`config.mk`:
```
export PLATFORM = sky130hd
export DESIGN_NAME = rs_sqrt_iter
export DESIGN_NICKNAME = d
export VERILOG_FILES = /design/src/rtl/rs_sqrt_iter.sv
export SDC_FILE = /design/constraint.sdc
export NUM_CORES = 1
export LEC_CHECK = 0
export CORE_MARGIN = 3
export CORE_UTILIZATION = 35
export DETAILED_ROUTE_END_ITERATION = 12
export SLEW_MARGIN = 20
export SYNTH_ARGS = -nofsm -noshare
export SYNTH_HDL_FRONTEND = slang
export SYNTH_SLANG_ARGS = --single-unit
```
`constraint.sdc`:
```
create_clock -name clk -period 3.81 [get_ports clk]
set_clock_uncertainty 0.05 [all_clocks]
set_input_delay 0.762 -clock clk [delete_from_list [all_inputs] [get_ports clk]]
set_output_delay 0.762 -clock clk [all_outputs]
set_load 0.05 [all_outputs]
```
`src/rtl/rs_sqrt_iter.sv`:
```
// rs_sqrt_iter: multicycle single-precision square-root magnitude datapath.
// Produces the raw root ansS for the downstream root-select stage, together
// with the operand and root select that were captured when the operation
// started, so {A_q, sel_q, ansS} arrive as one aligned set when done pulses.
// Sign and special values (NaN, Inf) are not interpreted here; the
// downstream stage overrides them.
//
// Handshake: start is sampled only in IDLE. An accepted start captures A and
// sel, busy rises on the following cycle and stays high through CALC and
// ROUND, then done pulses for exactly one cycle (busy low) and the block
// returns to IDLE, where a new start may be accepted immediately. Starts seen
// while busy or during the done cycle are dropped, not queued.
//
// Timeline for a start sampled in cycle N:
//   N      : load (operand capture, exponent prep, radicand alignment)
//   N+1..25: CALC, one root bit per cycle, MSB first
//   N+26   : ROUND, ansS written
//   N+27   : DONE, done=1

module rs_sqrt_iter #(
    parameter bit ROUND_EN = 1'b1  // 1: round-to-nearest-even, 0: truncate
) (
    input  logic        clk,
    input  logic        rst_n,
    input  logic        start,
    input  logic [31:0] A,
    input  logic [2:0]  sel,
    output logic        busy,
    output logic        done,
    output logic [31:0] A_q,
    output logic [2:0]  sel_q,
    output logic [31:0] ansS
);

    typedef enum logic [1:0] {
        IDLE  = 2'd0,
        CALC  = 2'd1,
        ROUND = 2'd2,
        DONE  = 2'd3
    } state_t;

    // Number of root bits: 1 hidden + 23 fraction + 1 guard.
    localparam logic [4:0] LAST_ITER = 5'd24;

    state_t      state;
    logic [49:0] radReg;    // radicand, consumed two bits per iteration from the top
    logic [24:0] rootReg;   // partial root, grows one bit per iteration
    logic [26:0] remReg;    // partial remainder, bounded by 2*root so 27 bits suffice
    logic [4:0]  iterCnt;   // iteration index 0..24
    logic [7:0]  expReg;    // biased result exponent before rounding carry
    logic        zeroFlag;  // operand exponent field was zero (zero or denormal)

    // ------------------------------------------------------------------
    // Exponent prep for the load cycle.
    // Result exponent is floor(E/2)+127 with E=e-127, which equals
    // floor((e+127)/2). The low bit of e+127 is set exactly when E is odd,
    // which is when the significand must be pre-shifted by one.
    // ------------------------------------------------------------------
    logic [8:0]  expSum;
    logic [7:0]  expLoad;
    logic        oddExp;
    logic [49:0] radLoad;

    // Derive the result exponent, odd/even flag and aligned radicand from A.
    always_comb begin
        expSum  = {1'b0, A[30:23]} + 9'd127;
        expLoad = expSum[8:1];
        oddExp  = expSum[0];
        // Left-align so the 50-bit integer root yields 25 significant bits:
        // even E -> significand * 2^25, odd E -> significand * 2^26.
        if (oddExp) begin
            radLoad = {1'b1, A[22:0], 26'd0};
        end else begin
            radLoad = {1'b0, 1'b1, A[22:0], 25'd0};
        end
    end

    // ------------------------------------------------------------------
    // One restoring digit-by-digit iteration:
    //   shifted = 4*rem + next two radicand bits
    //   trial   = shifted - (4*root + 1)
    //   if trial >= 0 the new root bit is 1 and trial becomes the remainder.
    // ------------------------------------------------------------------
    logic [28:0] remShift;
    logic [28:0] trialSub;
    logic        trialNeg;
    logic [26:0] remNext;

    // Compute the next remainder and root bit from the current partials.
    always_comb begin
        remShift = {remReg, radReg[49:48]};
        trialSub = {2'b00, rootReg, 2'b01};
        trialNeg = (remShift < trialSub);
        if (trialNeg) begin
            remNext = remShift[26:0];
        end else begin
            remNext = remShift[26:0] - trialSub[26:0];
        end
    end

    // ------------------------------------------------------------------
    // Rounding of the final 25-bit root into a 24-bit significand.
    // guard is the extra root bit; sticky is any nonzero final remainder.
    // ------------------------------------------------------------------
    logic        guardBit;
    logic        stickyBit;
    logic        roundInc;
    logic [23:0] fracSum;
    logic        sigCarry;
    logic [22:0] fracOut;
    logic [7:0]  expOut;
    logic [31:0] ansNext;

    // Assemble the rounded result word written during ROUND.
    always_comb begin
        guardBit  = rootReg[0];
        stickyBit = |remReg;
        roundInc  = ROUND_EN && guardBit && (stickyBit || rootReg[1]);
        fracSum   = {1'b0, rootReg[23:1]} + {23'd0, roundInc};
        // Fraction overflow with the hidden bit set carries out of the
        // 24-bit significand: fraction wraps to zero, exponent bumps.
        sigCarry  = fracSum[23] & rootReg[24];
        fracOut   = sigCarry ? 23'd0 : fracSum[22:0];
        expOut    = expReg + {7'd0, sigCarry};
        if (zeroFlag) begin
            ansNext = 32'h0000_0000;
        end else begin
            ansNext = {1'b0, expOut, fracOut};
        end
    end

    // Control FSM and datapath registers; outputs are registered here.
    always_ff @(posedge clk or negedge rst_n) begin
        if (!rst_n) begin
            state    <= IDLE;
            busy     <= 1'b0;
            done     <= 1'b0;
            A_q      <= 32'd0;
            sel_q    <= 3'd0;
            ansS     <= 32'd0;
            radReg   <= 50'd0;
            rootReg  <= 25'd0;
            remReg   <= 27'd0;
            iterCnt  <= 5'd0;
            expReg   <= 8'd0;
            zeroFlag <= 1'b0;
        end else begin
            case (state)
                IDLE: begin
                    done <= 1'b0;
                    if (start) begin
                        A_q      <= A;
                        sel_q    <= sel;
                        radReg   <= radLoad;
                        rootReg  <= 25'd0;
                        remReg   <= 27'd0;
                        iterCnt  <= 5'd0;
                        expReg   <= expLoad;
                        zeroFlag <= (A[30:23] == 8'd0);
                        busy     <= 1'b1;
                        state    <= CALC;
                    end
                end
                CALC: begin
                    remReg  <= remNext;
                    rootReg <= {rootReg[23:0], ~trialNeg};
                    radReg  <= {radReg[47:0], 2'b00};
                    if (iterCnt == LAST_ITER) begin
                        state <= ROUND;
                    end else begin
                        iterCnt <= iterCnt + 5'd1;
                    end
                end
                ROUND: begin
                    ansS  <= ansNext;
                    busy  <= 1'b0;
                    done  <= 1'b1;
                    state <= DONE;
                end
                DONE: begin
                    done  <= 1'b0;
                    state <= IDLE;
                end
                default: begin
                    busy  <= 1'b0;
                    done  <= 1'b0;
                    state <= IDLE;
                end
            endcase
        end
    end

endmodule

```
# Word level (Yosys, flattened, before mapping)
# Index checks and enable logic that the tools add are counted.
# totals
in_bits	38
regBits	187
wordCells	60
# op_classes
magnitude_cmp	1
eq_ne	7
n_bitwise	2
reduce_logical	14
n_addsub	5
n_mux	19
# ops
operator	count
2-to-1 mux 50 bit	2
case mux 50 bit (2 select lines)	1
2-to-1 mux 27 bit	2
case mux 27 bit (2 select lines)	1
case mux 25 bit (2 select lines)	1
2-to-1 mux 31 bit	1
< comparator 29 x 27 -> 1 bit	1
OR reduction 27 bit	1
subtractor 27 bit	1
2-to-1 mux 25 bit	1
adder 23 x 1 -> 24 bit	1
2-to-1 mux 23 bit	1
2-to-1 mux 5 bit	2
case mux 5 bit (2 select lines)	1
adder 8 x 7 -> 9 bit, second input constant	1
adder 8 x 1 -> 8 bit	1
logical NOT 8 bit	1
case mux 2 bit (4 select lines)	1
AND reduction 2 bit	4
inequality test 2 bit, second input constant	3
nonzero test 2 bit	3
adder 5 x 1 -> 5 bit, second input constant	1
== test 5 bit, second input constant	1
== test 2 bit, second input constant	2
other kinds (11)	13

# Depth between registers and ports, before layout
# Gate-level depths: netlist (run 1).
# depth
word_depth	7
mapped_depth	14

# Worst setup path after synthesis (run 1)
# No wires, ideal clock.
# synth_path
path_kind	reg-to-reg
startpoint	reg rootReg[6]
endpoint	reg remReg[5]
stages_incl_launch_ff	14
slack_ns	1.136
period_less_slack_ns	2.674
required_ns	3.628
arrival_time_ns	2.492
cell_sequence	dfrtp_1 > inv_1 > ha_1 > and3_4 > and3_4 > a221oi_2 > o211ai_2 > a31oi_4 > nor2_2 > a31o_1 > buf_6 > buf_12 > mux2i_1 > o21ai_1
# synth_between
elab_chain_len	3
# synth_rtl
element	line	text
start: declaration	47	logic [24:0] rootReg;
start signal: assignment	166	rootReg <= {rootReg[23:0], ~trialNeg};
< comparator 29 x 27 -> 1 bit	93	trialNeg = (remShift < trialSub);
2-to-1 mux 27 bit	94	if (trialNeg) begin
case mux 27 bit (2 select lines)	148	case (state)
end signal: assignment	165	remReg <= remNext;
end: declaration	48	logic [26:0] remReg;
# No other way between the ends.
# A chain may end at the register's enable or synchronous reset.

# Worst setup path in the final report (run 1)
# layout_path
startpoint	reg rootReg[0]
endpoint	reg ansS[28]
# layout_between
elab_chain_len	5
# layout_rtl
element	line	text
logical AND 1 bit	118	roundInc = ROUND_EN && guardBit && (stickyBit || rootReg[1]);
adder 23 x 1 -> 24 bit	119	fracSum = {1'b0, rootReg[23:1]} + {23'd0, roundInc};
AND 1 bit	122	sigCarry = fracSum[23] & rootReg[24];
adder 8 x 1 -> 8 bit	124	expOut = expReg + {7'd0, sigCarry};
2-to-1 mux 31 bit	125	if (zeroFlag) begin
end signal: assignment	175	ansS <= ansNext;
end: declaration	32	output logic [31:0] ansS
# No other way between the ends.

==> results of run 1 <==
==> synthesized netlist by cell type (all sizes together) (2+ instances only) <==
library cell and instances:
nor4 8, nand4b 2, nor2b 3, a21boi 2, or3 2, nand2b 5
a32oi 7, o21ai 74, nand4 9, and3 9, or2 5, a22o 2
a21o 10, inv 71, nor2 54, nor3 14, a31oi 6, a22oi 2
a21oi 46, xnor2 42, o211ai 5, nand2 86, buf 8, xor2 16
o31ai 4, dfrtp 161, clkbuf 38, mux2i 36, nand3 25, o22ai 55
a211oi 4, mux2 35, o21a 6, ha 37
==> final timing paths <==
kind,startpoint,to,cells after the start
max,rootReg[0],ansS[28],11
min,rst_n,ansS[25],1
max reg2reg,rootReg[0],ansS[28],11
min reg2reg,radReg[46],radReg[46],2
max in group asynchronous,rst_n,iterCnt[0],2
min in group clk,radReg[46],radReg[46],2
==> metrics by stage <==
| step | worst slack [ns] | std cells | hold WS (ns) | area [sq um] | util [%] |
|---|---|---|---|---|---|
| floorplan | 1.14 | 904 | 0.395 | 8720 | - |
| global placement | 0.847 | 1299 | 0.411 | 10100 | 41.3 |
| detailed placement | 0.752 | 1299 | 0.418 | 10100 | 41.3 |
| CTS | 0.729 | 1329 | 0.339 | 10700 | 44.0 |
| global route | 0.495 | 1329 | 0.363 | 10700 | 44.0 |
| finish | 0.663 | 1329 | 0.315 | 10700 | 44.0 |
==> final cells by class <==
type	count	area (sq um)	area share, %
multi-input combinational	626	4220	39.3
sequential	161	4030	37.5
timing repair buffer	117	1150	10.7
clock buffer	19	433	4.03
tap	324	405	3.77
inverter	71	267	2.48
clock inverter	11	236	2.20
==> per-layer routing <==
layer,routed length (um),GRT usage (%),vias to the layer above
met5,0,0,-
met4,305,4.84,0
met3,882,3.38,22
met2,9270,24.6,154
met1,10100,22.6,3245
li1,-,-,3379
==> sequential cells by signal, summed over array words and instances, names as in the netlist <==
name	cells
A_q	32
ansS	31
remReg	27
radReg	25
rootReg	25
expReg	8
iterCnt	5
sel_q	3
state	2
busy	1
done	1
zeroFlag	1
==> kinds of logic (layout without fill, tap and decap cells) <==
kind of cell | count (synthesis) | in the layout
AOI/OAI and AO/OA | 234 | 234
and+or+nand+nor | 225 | 225
DFF | 161 | 161
buffers and inverters | 117 | 218
muxes | 71 | 71
xor gates and xnor gates | 58 | 58
adders and majority gates | 37 | 37
other | 1 | 1
==> out/metrics.yaml, run 1 <==
outcome:
  status: "finished, final reports clean"
global_route:
  grt_max_degree: 77
  antenna_found_initial: 0
  grt_usage_pct: 16.0
  grt_pass1_wl_um: 34600
  grt_pass1_vias: 6727
  globalRouteOverflowTotal: 0
route:
  first_iter_violations: 407
  avgViaCountPerCell: 5.12
  routedWlPerCell_um: 15.4
  drt_wl_total_um: 20500
  first_pass_iters: 5
  vias: 6800
  postRouteAntennaNets: 0
  post-route-drc-count: 0
floorplan:
  core_area_sq_um: 24400
  die_w_um: 164
  initial_core_util_pct: 35.7
  dieArea_sq_um: 26800
  io_pins: 107
  die_h_um: 164
  row_count: 57
cts:
  cts_inserted_buffers: 17
  post_cts_buffers: 0
  hold_buffers: 0
  cts_root_buf: "clkbuf_16"
  cts_tree: "done"
  cts_resized: 0
  clock_latency_ns: 0.43
  clock_path_buffers: 2
  cts_sinks: 161
  clk_pin_slew_worst_paths_ns: 0.06
  htree_levels: 4
logic_synthesis:
  synth_top_area_cell: "dfrtp_1"
  synth_enable_flop_cells: 0
  synthTopCellsByArea: "dfrtp_1, ha_1, mux2_2, xnor2_1, mux2i_1"
  synth-seq-cells: 161
  seq_area_frac_synth_pct: 46.2
  synthAdderAreaFrac_pct: 5.31
  syn-num-nets: 979
  synth-xor-area-share_pct: 5.83
  synth_area_sq_um: 8720
  yosysWarnings: 0
  syn_avg_cell_area_sq_um: 9.64
  synth-simple-area-share_pct: 11.8
  synth_cell_types: 61
  synth_top_area_share_pct: 46.2
  synth_top_family_by_area: "compound AO/OA/AOI/OAI gates"
  synthMuxAreaShare_pct: 8.66
  synthCells: 904
  synth_compound_gate_area_share_pct: 16.6
  ys_async_sr_fraction_pct: 100
  synthFlopType: "dfrtp_1"
timing:
  relSlewSlack_pct: 50.5
  setup_viol: 0
  tns_ns: 0
  timing.fmax_mhz: 318
  tightest_slew_ns: 0.743
  finalCritPeriodShare_pct: 82.6
  grt_setup_unrepaired: "false"
  min_period_ns: 3.15
  slew_viol_final: 0
  hold_viol: 0
finish:
  mostFrequentLayoutCells: "dfrtp_1, clkdlybuf4s50_1, nand2_1"
  area_growth_pct: 23.2
  drive_above_1_share_pct: 9.35
  insertedDiodeCount: 0
  final_common_cell: "dfrtp_1"
  nFillCells: 2395
  nets: 1069
setup_path:
  critPathKind: "flop to flop"
  worstPathMaxFanout: 6
  crit_arrival_ns: 3.37
  cp_num_buf_inv: 1
  slowest_stage: "nor3_1"
  cpMostUsedCell: "nand3_1"
  ff2ff_setup_slack_ns: 0.66
  startpoint_type: "flop"
  required_ns: 4.04
  slowest_delay_ns: 0.59
  end_kind: "flop"
  critPathTopFamily: "simple AND/OR/NAND/NOR gates"
  critical_path.cell_chain: "inv_1, nor2_2, nand2_1, nor3_1, nand3_1, nor4_1, ha_1, and3_1, nand3_1, xor2_1, o22ai_1"
placed_design:
  hpwl_um: 14500
  gp_congestion: 0.825
  io_buffer_count: 105
hold_path:
  hold_path.class: "input port to asynchronous set/reset pin"
run:
  max-cap-violations: 0
Power of run 1 is left out: the tool's default activity adds up to more than one toggle a clock period on the data nets, which glitch-free logic cannot reach.
==> inputs of run 2 (changes only) <==
==> constraint.sdc (replaced) <==
create_clock -name clk -period 2.8 [get_ports clk]
set_clock_uncertainty 0.05 [all_clocks]
set_input_delay 0.56 -clock clk [delete_from_list [all_inputs] [get_ports clk]]
set_output_delay 0.56 -clock clk [all_outputs]
set_load 0.05 [all_outputs]
==> out/metrics.yaml, run 2 (synthesis results as in run 1) <==
timing:
  finalCritPeriodShare_pct: 96.5  # was 82.6%
  slew_viol_final: 0  # unchanged
  timing.fmax_mhz: 370  # was 318 MHz
  setup_ws_ns: 0.0983  # was 0.663 ns
  tightest_slew_ns: 0.677  # was 0.743 ns
  relSlewSlack_pct: 54.9  # was 50.5%
  setup_viol: 0  # unchanged
  min_period_ns: 2.70  # was 3.15 ns
  tns_ns: 0  # unchanged
  hold_viol: 0  # unchanged
setup_path:
  required_ns: 3.06  # was 4.04 ns
  end_kind: "flop"  # unchanged
  critical_path.cell_chain: "inv_2, ha_4, o21a_1, a2bb2oi_4, a221oi_4, o211ai_2, a31oi_4, nor2_2, a31o_4, buf_12, mux2i_1, a22o_1"  # was inv_1, nor2_2, nand2_1, nor3_1, nand3_1, nor4_1, ha_1, and3_1, nand3_1, xor2_1, o22ai_1
  slowest_delay_ns: 0.40  # was 0.59 ns
  cp_num_cells: 12  # was 11
  crit_arrival_ns: 2.96  # was 3.37 ns
  ff2ff_path_depth: 12  # was 11
  startpoint_type: "flop"  # unchanged
  critPathTopFamily: "compound AO/OA/AOI/OAI gates"  # was simple AND/OR/NAND/NOR gates
  cp_num_buf_inv: 2  # was 1
  worstPathMaxFanout: 9  # was 6
  slowest_stage: "dfrtp_1"  # was nor3_1
  critPathKind: "flop to flop"  # unchanged
floorplan:
  dieArea_sq_um: 26800  # unchanged
  row_count: 57  # unchanged
  die_w_um: 164  # unchanged
  die_h_um: 164  # unchanged
  initial_core_util_pct: 35.7  # unchanged
  core_area_sq_um: 24400  # unchanged
  io_pins: 107  # unchanged
global_route:
  grt_usage_pct: 16.0  # about the same
  top_usage_layer: "met2"  # unchanged
  grt_max_degree: 67  # was 77
  grt_pass1_vias: 6848  # was 6,727
  use_met2_pct: 25.2  # was 24.6%
  globalRouteOverflowTotal: 0  # unchanged
  grtUsageMet3_pct: 3.83  # was 3.38%
  antenna_found_initial: 0  # unchanged
  grt_pass1_wl_um: 34900  # was 34,600 um
  grt_util_met1_pct: 22.1  # was 22.6%
finish:
  nets: 1113  # was 1,069
  largest_register_ffs: 32  # unchanged
  drive_above_1_share_pct: 16.1  # was 9.35%
  area_growth_pct: 28.4  # was 23.2%
  fin_area_sq_um: 11200  # was 10,700 sq um
  top_register: "A_q"  # unchanged
  final_common_cell: "dfrtp_1"  # unchanged
  top_regs: "A_q (32), ansS (31), remReg (27)"  # unchanged
  mostFrequentLayoutCells: "dfrtp_1, clkdlybuf4s50_1, nand2_1"  # unchanged
  insertedDiodeCount: 0  # unchanged
run:
  max-cap-violations: 0  # unchanged
cts:
  hold_buffers: 0  # unchanged
  clk_pin_slew_worst_paths_ns: 0.06  # about the same
  cts_sinks: 161  # unchanged
  clock_path_buffers: 2  # unchanged
  clock_latency_ns: 0.43  # about the same
  htree_levels: 4  # unchanged
  cts_root_buf: "clkbuf_16"  # unchanged
  cts_inserted_buffers: 17  # unchanged
  cts_tree: "done"  # unchanged
outcome:
  status: "finished, final reports clean"  # unchanged
placed_design:
  hpwl_um: 14900  # was 14,500 um
  gp_congestion: 0.877  # was 0.825
  io_buffer_count: 105  # unchanged
  dp_slack_ns: 0.0454  # was 0.752 ns
  placed_area_sq_um: 10400  # was 10,100 sq um
route:
  postRouteAntennaNets: 0  # unchanged
  avgViaCountPerCell: 5.06  # was 5.12
  drt_wl_total_um: 21100  # was 20,500 um
  routedWlPerCell_um: 15.3  # was 15.4 um
  first_iter_violations: 374  # was 407
  post-route-drc-count: 0  # unchanged
  vias: 6954  # was 6,800
  first_pass_iters: 5  # unchanged
hold_path:
  hold_path.class: "input port to asynchronous set/reset pin"  # unchanged
[run 2: cell type report]
type,instances,area (sq um)
tap,324,405
multi-input combinational,626,4370
clock buffer,20,457
sequential,161,4030
clock inverter,11,114
timing repair buffer,161,1550
fill,2358,13200
inverter,71,267
[run 2: repair_timing]
action	4_1_cts	5_1_grt
buffers inserted	0	4
resized for setup	0	38
endpoints found under the hold margin	0	0
setup endpoints to repair	0	33
[run 2: path summary, 6_finish.rpt]
kind	start	slack, ns	end
min	rst_n	0.09	ansS[19]
max reg2reg	rootReg[1]	0.1	remReg[1]
min in group clk	radReg[43]	0.43	radReg[43]
min reg2reg	radReg[43]	0.43	radReg[43]
max	rootReg[1]	0.1	remReg[1]
max in group asynchronous	rst_n	1.89	A_q[4]
[run 2: worst register-to-register path: cells and delay by family (launching register included)]
family                   cells  cell delay (ns)
adder cells (fa/ha/maj)      1             0.20
flip-flops                   1             0.40
buffers and inverters        2             0.23
AO/OA/AOI/OAI                7             1.52
multiplexers                 1             0.12
AND/OR/NAND/NOR              1             0.07
[run 2: routing by layer]
| metal | vias up | part of all wire, % |
|---|---|---|
| li1 | 3464 | - |
| met1 | 3315 | 48 |
| met2 | 148 | 46 |
| met3 | 27 | 4.6 |
| met4 | 0 | 1.4 |
| met5 | - | 0 |
[run 2: per-stage QoR]
step,hold WS (ns),cells,util [%]
6_report,0.0929,1374,45.9
5_1_grt,0.134,1374,45.9
4_1_cts,0.109,1370,45.1
3_5_place_dp,0.421,1339,42.8
3_3_place_gp,0.412,1339,42.8
2_1_floorplan,0.214,904,-
Power of run 2 is left out for the same reason.
==> inputs of run 3 (changes only) <==
--- a/config.mk
+++ b/config.mk
@@ -6,8 +6,10 @@
 export NUM_CORES = 1
 export LEC_CHECK = 0
 export CORE_MARGIN = 3
-export CORE_UTILIZATION = 35
+export CORE_UTILIZATION = 24
+export CTS_BUF_LIST = sky130_fd_sc_hd__clkbuf_4
 export DETAILED_ROUTE_END_ITERATION = 12
+export GPL_TIMING_DRIVEN = 0
 export SLEW_MARGIN = 20
 export SYNTH_ARGS = -nofsm -noshare
 export SYNTH_HDL_FRONTEND = slang
==> out/metrics.yaml, run 3 (synthesis results as in run 1) <==
finish:
  top_regs: "A_q (32), ansS (31), remReg (27)"  # unchanged
  final_common_cell: "dfrtp_1"  # unchanged
  drive_above_1_share_pct: 15.5  # was 16.1%
  nFillCells: 3729  # was 2,358
  largest_register_ffs: 32  # unchanged
  fin_area_sq_um: 11200  # about the same
  stdcell_count: 1534  # was 1,374
  nets: 1134  # was 1,113
  top_register: "A_q"  # unchanged
  mostFrequentLayoutCells: "dfrtp_1, clkdlybuf4s50_1, nand2_1"  # unchanged
  area_growth_pct: 28.4  # about the same
setup_path:
  end_kind: "flop"  # unchanged
  required_ns: 3.19  # was 3.06 ns
  worstPathMaxFanout: 6  # was 9
  r2r_end: "remReg[8]"  # was remReg[1]
  ff2ff_path_depth: 12  # unchanged
  critPathKind: "flop to flop"  # unchanged
  startpoint_type: "flop"  # unchanged
  crit_start: "remReg[4]"  # was rootReg[1]
  crit_arrival_ns: 3.15  # was 2.96 ns
  regToRegStartpoint: "remReg[4]"  # was rootReg[1]
  endpoint: "remReg[8]"  # was remReg[1]
  ff2ff_setup_slack_ns: 0.04  # was 0.1 ns
hold_path:
  hold_path.class: "input port to asynchronous set/reset pin"  # unchanged
floorplan:
  die_w_um: 197  # was 164 um
  core_area_sq_um: 35700  # was 24,400 sq um
  row_count: 69  # was 57
  io_pins: 107  # unchanged
  initial_core_util_pct: 24.4  # was 35.7%
  die_h_um: 197  # was 164 um
  dieArea_sq_um: 38600  # was 26,800 sq um
timing:
  tns_ns: 0  # unchanged
  grt_setup_unrepaired: "true"
  setup_viol: 0  # unchanged
  tightest_slew_ns: 0.882  # was 0.677 ns
  slew_viol_final: 0  # unchanged
  finalCritPeriodShare_pct: 98.4  # was 96.5%
  min_period_ns: 2.76  # was 2.70 ns
  hold_viol: 0  # unchanged
  timing.fmax_mhz: 363  # was 370 MHz
  relSlewSlack_pct: 41.0  # was 54.9%
global_route:
  globalRouteOverflowTotal: 0  # unchanged
  grt_pass1_vias: 7333  # was 6,848
  grt_pass1_wl_um: 38300  # was 34,900 um
  grt_max_degree: 93  # was 67
  grt_usage_pct: 12.2  # was 16.0%
  grt_util_met1_pct: 16.6  # was 22.1%
  antenna_found_initial: 1  # was 0
  use_met2_pct: 19.0  # was 25.2%
  grtUsageMet3_pct: 3.56  # was 3.83%
  top_usage_layer: "met2"  # unchanged
cts:
  cts_root_buf: "clkbuf_4"  # was clkbuf_16
  clock_path_buffers: 2  # unchanged
  clk_pin_slew_worst_paths_ns: 0.16  # was 0.06 ns
  cts_tree: "done"  # unchanged
  cts_inserted_buffers: 17  # unchanged
  cts_sinks: 161  # unchanged
  htree_levels: 4  # unchanged
  clock_latency_ns: 0.59  # was 0.43 ns
route:
  avgViaCountPerCell: 4.76  # was 5.06
  post-route-drc-count: 0  # unchanged
  vias: 7301  # was 6,954
  routedWlPerCell_um: 15.5  # was 15.3 um
  drt_wl_total_um: 23800  # was 21,100 um
  first_pass_iters: 4  # was 5
  first_iter_violations: 415  # was 374
  postRouteAntennaNets: 0  # unchanged
placed_design:
  gp_congestion: 0.849  # was 0.877
  io_buffer_count: 104  # was 105
  placed_area_sq_um: 10400  # about the same
  hpwl_um: 17200  # was 14,900 um
  dp.cells: 1470  # was 1,339
outcome:
  status: "finished, final reports clean"  # unchanged
run:
  max-cap-violations: 0  # unchanged
## run 3: per-stage QoR
| stage | hold WS (ns) | utilization [%] | setup slack, ns |
|---|---|---|---|
| floorplan | 0.214 | - | 0.126 |
| global placement | 0.414 | 29.0 | -5.78 |
| detailed placement | 0.421 | 29.1 | -0.448 |
| CTS | 0.427 | 30.7 | -0.0486 |
| global route | 0.443 | 31.4 | -0.0452 |
| finish | 0.448 | 31.4 | 0.0439 |
## run 3: what timing repair did
item,4_1_cts,5_1_grt
hold buffers,1,0
gates cloned,2,0
pin swaps,7,19
endpoints found under the hold margin,69,0
setup endpoints to repair,54,37
gates resized for setup,33,46
setup buffers,16,15
## run 3: how the worst min path moves through the flow
stage | start | end | slack (ns)
after floorplan | rst_n | A_q[0] | 0.21
after global routing | rst_n | A_q[19] | 0.44
final | rst_n | A_q[19] | 0.45
after CTS | rst_n | A_q[19] | 0.43
after detailed placement | radReg[46] | radReg[46] | 0.42
after global placement | radReg[46] | radReg[46] | 0.41
## run 3: worst max-delay path, cell delays in order, from the launching register on
cell and delay [ns]:
dfrtp_2 0.47, ha_4 0.27, and3_4 0.18, and3_4 0.18
a221oi_4 0.32, o211ai_4 0.13, a31oi_4 0.21, nor2_4 0.06
a31o_1 0.19, buf_6 0.15, buf_12 0.14, mux2i_2 0.17
o21ai_1 0.07
## run 3: layer usage
| layer | routed length (um) | up-vias |
|---|---|---|
| met5 | 0 | - |
| met4 | 364 | 0 |
| met3 | 1400 | 25 |
| met2 | 10800 | 185 |
| met1 | 11200 | 3581 |
| li1 | - | 3510 |
## run 3: layout make-up
class	count	area, sq um	share of cell area [%]
repair buffers	139	1370	12.2
diodes	1	2.50	0.0223
plain buffers	43	209	1.87
well taps	461	577	5.15
clock inverters	13	111	0.995
clock buffers	19	143	1.27
multi-input cells	626	4490	40.1
inverters	71	267	2.38
flip-flops and latches	161	4030	36.0
Power of run 3 is left out for the same reason.
